File: src/rtl/victory_pkg.sv
// Shared types and constants for the tug-of-war match scoreboard.
package victory_pkg;

  typedef enum logic [1:0] {
    PLAY       = 2'd0,
    HOLD       = 2'd1,
    MATCH_OVER = 2'd2
  } state_t;

  localparam logic [1:0] WIN_NONE = 2'b00;
  localparam logic [1:0] WIN_L    = 2'b10;
  localparam logic [1:0] WIN_R    = 2'b01;

  // Active-low gfedcba patterns for digits 0..9
  localparam logic [6:0] SEG7_TABLE [10] = '{
    7'b1000000, 7'b1111001, 7'b0100100, 7'b0110000, 7'b0011001,
    7'b0010010, 7'b0000010, 7'b1111000, 7'b0000000, 7'b0010000
  };

endpackage

File: src/rtl/seg7_digit.sv
// Single decimal digit to active-low seven-segment decode; out-of-range blanks.
module seg7_digit
  import victory_pkg::*;
(
  input  logic [3:0] value,
  output logic [6:0] seg
);

  always_comb begin
    seg = 7'b1111111;
    if (value <= 4'd9) seg = SEG7_TABLE[value];
  end

endmodule

File: src/rtl/victory_scoreboard.sv
// Match-level scoreboard: detects round wins, keeps per-player scores,
// holds the playfield in reset between rounds and latches the match winner.
//
// state      | meaning
// PLAY       | round in progress, presses can score
// HOLD       | round just won, playfield held in reset for HOLD_CYCLES
// MATCH_OVER | a player reached WIN_SCORE, frozen until reset
module victory_scoreboard
  import victory_pkg::*;
#(
  parameter int WIN_SCORE   = 7,
  parameter int HOLD_CYCLES = 4
) (
  input  logic       clk,
  input  logic       reset,
  input  logic       L,
  input  logic       R,
  input  logic       L_fin,
  input  logic       R_fin,
  output logic [6:0] HEX0,
  output logic [6:0] HEX5,
  output logic       round_reset,
  output logic       match_over,
  output logic [1:0] winner
);

  localparam int SW = $clog2(WIN_SCORE + 1);
  localparam int HW = (HOLD_CYCLES > 1) ? $clog2(HOLD_CYCLES) : 1;
  localparam logic [SW-1:0] SCORE_MAX = SW'(WIN_SCORE);
  localparam logic [HW-1:0] HOLD_LOAD = HW'(HOLD_CYCLES - 1);

  if (WIN_SCORE < 1 || WIN_SCORE > 9) begin : g_bad_win_score
    $error("victory_scoreboard: WIN_SCORE must be in 1..9");
  end
  if (HOLD_CYCLES < 1) begin : g_bad_hold_cycles
    $error("victory_scoreboard: HOLD_CYCLES must be at least 1");
  end

  state_t        state;
  logic [SW-1:0] score_l;
  logic [SW-1:0] score_r;
  logic [HW-1:0] hold_cnt;

  logic          win_l;
  logic          win_r;
  logic [SW-1:0] next_l;
  logic [SW-1:0] next_r;

  // Simultaneous presses cancel out, whatever the fin lights show
  assign win_l  = L & ~R & L_fin;
  assign win_r  = R & ~L & R_fin;
  assign next_l = score_l + SW'(1);
  assign next_r = score_r + SW'(1);

  always_ff @(posedge clk or posedge reset) begin
    if (reset) begin
      state    <= PLAY;
      score_l  <= '0;
      score_r  <= '0;
      hold_cnt <= '0;
    end else begin
      case (state)
        PLAY: begin
          if (win_l) begin
            score_l <= next_l;
            if (next_l == SCORE_MAX) begin
              state <= MATCH_OVER;
            end else begin
              state    <= HOLD;
              hold_cnt <= HOLD_LOAD;
            end
          end else if (win_r) begin
            score_r <= next_r;
            if (next_r == SCORE_MAX) begin
              state <= MATCH_OVER;
            end else begin
              state    <= HOLD;
              hold_cnt <= HOLD_LOAD;
            end
          end
        end
        HOLD: begin
          if (hold_cnt == '0) state <= PLAY;
          else                hold_cnt <= hold_cnt - HW'(1);
        end
        MATCH_OVER: state <= MATCH_OVER;
        default:    state <= PLAY;
      endcase
    end
  end

  assign round_reset = (state != PLAY);
  assign match_over  = (state == MATCH_OVER);

  // Whoever sits at the cap is the winner; only one side can get there
  always_comb begin
    winner = WIN_NONE;
    if (match_over) winner = (score_l == SCORE_MAX) ? WIN_L : WIN_R;
  end

  seg7_digit u_digit_r (
    .value (4'(score_r)),
    .seg   (HEX0)
  );

  seg7_digit u_digit_l (
    .value (4'(score_l)),
    .seg   (HEX5)
  );

endmodule

File: config.mk
export PLATFORM = sky130hd
export DESIGN_NAME = victory_scoreboard
export DESIGN_NICKNAME = d
export VERILOG_FILES = /design/src/rtl/victory_pkg.sv /design/src/rtl/seg7_digit.sv /design/src/rtl/victory_scoreboard.sv
export SDC_FILE = /design/constraint.sdc
export NUM_CORES = 1
export LEC_CHECK = 0
export ABC_AREA = 1
export ABC_CLOCK_PERIOD_IN_PS = 1600
export CAP_MARGIN = 20
export CORE_AREA = 2 2 49 51
export DETAILED_ROUTE_END_ITERATION = 6
export DIE_AREA = 0 0 51 53
export PLACE_DENSITY = 0.67
export SYNTH_ARGS = -nofsm -noshare
export SYNTH_HDL_FRONTEND = slang
export SYNTH_SLANG_ARGS = --single-unit
File: constraint.sdc
create_clock -name clk -period 1.6 [get_ports clk]
set_clock_uncertainty 0.1 [all_clocks]
set_input_delay 0.32 -clock clk [delete_from_list [all_inputs] [get_ports clk]]
set_output_delay 0.32 -clock clk [all_outputs]
set_load 0.05 [all_outputs]
==> results.sh <==
export IMPL_syn_area_um2=818
export IMPL_crit_type="register to output port"
export IMPL_wl_per_cell_um=14.5
export IMPL_dp_slack_ps=-100
export IMPL_antenna_found_initial=0
export IMPL_synthDistinctLibCells=17
export IMPL_drt_pass1_iter_count=4
export IMPL_via_count=901
export IMPL_grt_usage_pct=20.8
export IMPL_met3_usage_pct=6.50
export IMPL_maxSlewViolCount=0
export IMPL_wl_um=2660
export IMPL_fin_ws_ps=-188
export IMPL_initial_core_util_pct=38.1
export IMPL_path_clk_slew_ps=80
export IMPL_syn_avg_cell_area_um2=7.72
export IMPL_grt_ovfl_total=0
export IMPL_grt_pass1_wl_um=4030
export IMPL_mostFrequentLayoutCells="buf_12 (18), buf_4 (16), nand2_1 (13), inv_2 (10), nand2_2 (9)"
export IMPL_root_buffer="clkbuf_4"
export IMPL_reg2reg_to="hold_cnt[0]"
export IMPL_endpoint_kind="output port"
export IMPL_fin_tns_setup_ps=-2290
export IMPL_area_growth_synth_to_final_pct=115
export IMPL_reg2reg_slack_ps=-140
export IMPL_avgViaCountPerCell=4.92
export IMPL_clkSinkCount=10
export IMPL_arrival_ps=1370
export IMPL_htreeDepth=1
export IMPL_portBuffers=23
export IMPL_grt_util_met1_pct=23.6
export IMPL_rr_worst_depth=12
export IMPL_ys_dominant_reg_cell="dfrtp_1"
export IMPL_min_period_ps=1790
export IMPL_busiest_layer="met2"
export IMPL_cts_tree="built"
export IMPL_synthCells=106
export IMPL_ys_warn_count=0
export IMPL_finalCritPeriodShare_pct=112
export IMPL_antenna_cells=0
export IMPL_coreArea_mm2=0.00215
export IMPL_nets=175
export IMPL_fin_util_pct=82.1
export IMPL_row_count=17
export IMPL_die_h_um=53
export IMPL_synthArstFlopShare_pct=100
export IMPL_grt_max_degree=11
export IMPL_start_kind="register"
export IMPL_drtIter0Drc=25
export IMPL_setup_viol=20
export IMPL_io_pins=24
export IMPL_hp_class="primary input to async pin"
export IMPL_slew_headroom_pct=73.3
export IMPL_cts_buffer_depth=2
export IMPL_required_ps=1180
export IMPL_numCtsBuffers=3
export IMPL_met2_usage_pct=34.6
export IMPL_timing_fmax_mhz=559
export IMPL_layout_commonest_cell="buf_12"
export IMPL_synth_seq_cells=10
export IMPL_postPlaceCellArea_mm2=0.00139
export IMPL_synth_fp_nets=125
export IMPL_synth_edf_count=0
export IMPL_drive_gt1_share_pct=66.5
export IMPL_antenna_left=0
export IMPL_r2r_start="score_r[0]"
export IMPL_violations="negative setup slack"
export IMPL_globalplace_congestion=0.809
export IMPL_dp_hpwl_um=1640
export IMPL_worstMarginPinSlew_ps=400
export IMPL_dieArea_mm2=0.00270
export IMPL_hold_viol=0
export IMPL_hold_buffers=0
export IMPL_rsz0062_at_grt="yes"
export IMPL_status="finished with violations"
export IMPL_grt_pass1_vias=876
export IMPL_maxCapViolCount=0
export IMPL_stdcell_area_mm2=0.00176
export IMPL_die_x_um=51
export IMPL_route_detailed_drc=0
export IMPL_clock_latency_ps=280
export IMPL_worstPathMaxFanout=4
export IMPL_ys_seq_area_share_pct=30.6
-- routing by layer --
| layer | wire (um) | vias up |
|---|---|---|
| li1 | - | 432 |
| met1 | 1070 | 438 |
| met2 | 1410 | 23 |
| met3 | 119 | 8 |
| met4 | 70 | 0 |
| met5 | 0 | - |
-- worst max-delay path, cell delays in order, from the launching register on --
cell and delay, ps:
dfrtp_2 450, inv_4 110, ha_4 220, o21ai_4 160
buf_12 160
-- flip-flops by register name (all words and copies together) (netlist names) --
name,flops
hold_cnt,2
score_r,3
state,2
score_l,3
-- layout make-up --
| cell class | count | area (um2) |
|---|---|---|
| Clock buffer | 4 | 36.3 |
| Multi-Input combinational cell | 76 | 756 |
| Timing Repair Buffer | 45 | 598 |
| Tap cell | 28 | 35.0 |
| Inverter | 20 | 82.6 |
| Fill cell | 117 | 385 |
| Sequential cell | 10 | 255 |
-- cells in the mapped netlist, types with 2 or more instances --
cell      count  area, um2
nand2_1      21       78.8
a21oi_1       2       10.0
inv_2         2       7.51
o21ai_0      10       50.1
nor2_2        2       12.5
nand2_2       5       31.3
inv_1        18       67.6
xor2_1        2       17.5
nand3_1       7       35.0
ha_1         13        163
dfrtp_1      10        250
nor2_1        8       30.0
nand3b_1      2       15.0
-- kinds of logic after synthesis --
group / Yosys count / synth area share, %
xor+xnor: 2 / 2.14
flops: 10 / 30.6
simple gates: 48 / 29.8
fa+ha+maj: 13 / 19.9
buf+inv: 20 / 9.17
compound gates: 13 / 8.41
-- how the worst max path moves through the flow --
stage / to / from / cells past startpoint
after detailed placement: hold_cnt[1] / L / 9
after global placement: hold_cnt[1] / L / 9
after global routing: hold_cnt[0] / score_r[0] / 12
after CTS: winner[1] / score_l[0] / 5
after floorplan: HEX5[5] / score_l[0] / 3
final: HEX5[3] / score_l[1] / 4
-- through the flow --
| stage | cells | hold slack, ps |
|---|---|---|
| global route | 183 | 266 |
| detailed placement | 164 | 410 |
| finish | 183 | 218 |
| floorplan | 106 | 60.2 |
| CTS | 177 | 239 |
| global placement | 164 | 395 |
-- repair_timing --
action / 4_1_cts / 5_1_grt
pin swaps: 9 / 5
gates resized for setup: 36 / 23
setup buffers: 9 / 6
setup endpoints to repair: 19 / 21
endpoints found under the hold margin: 0 / 0
Power is not shown: default switching activity piles up to over one toggle a cycle in this logic, so the estimate is an artifact.
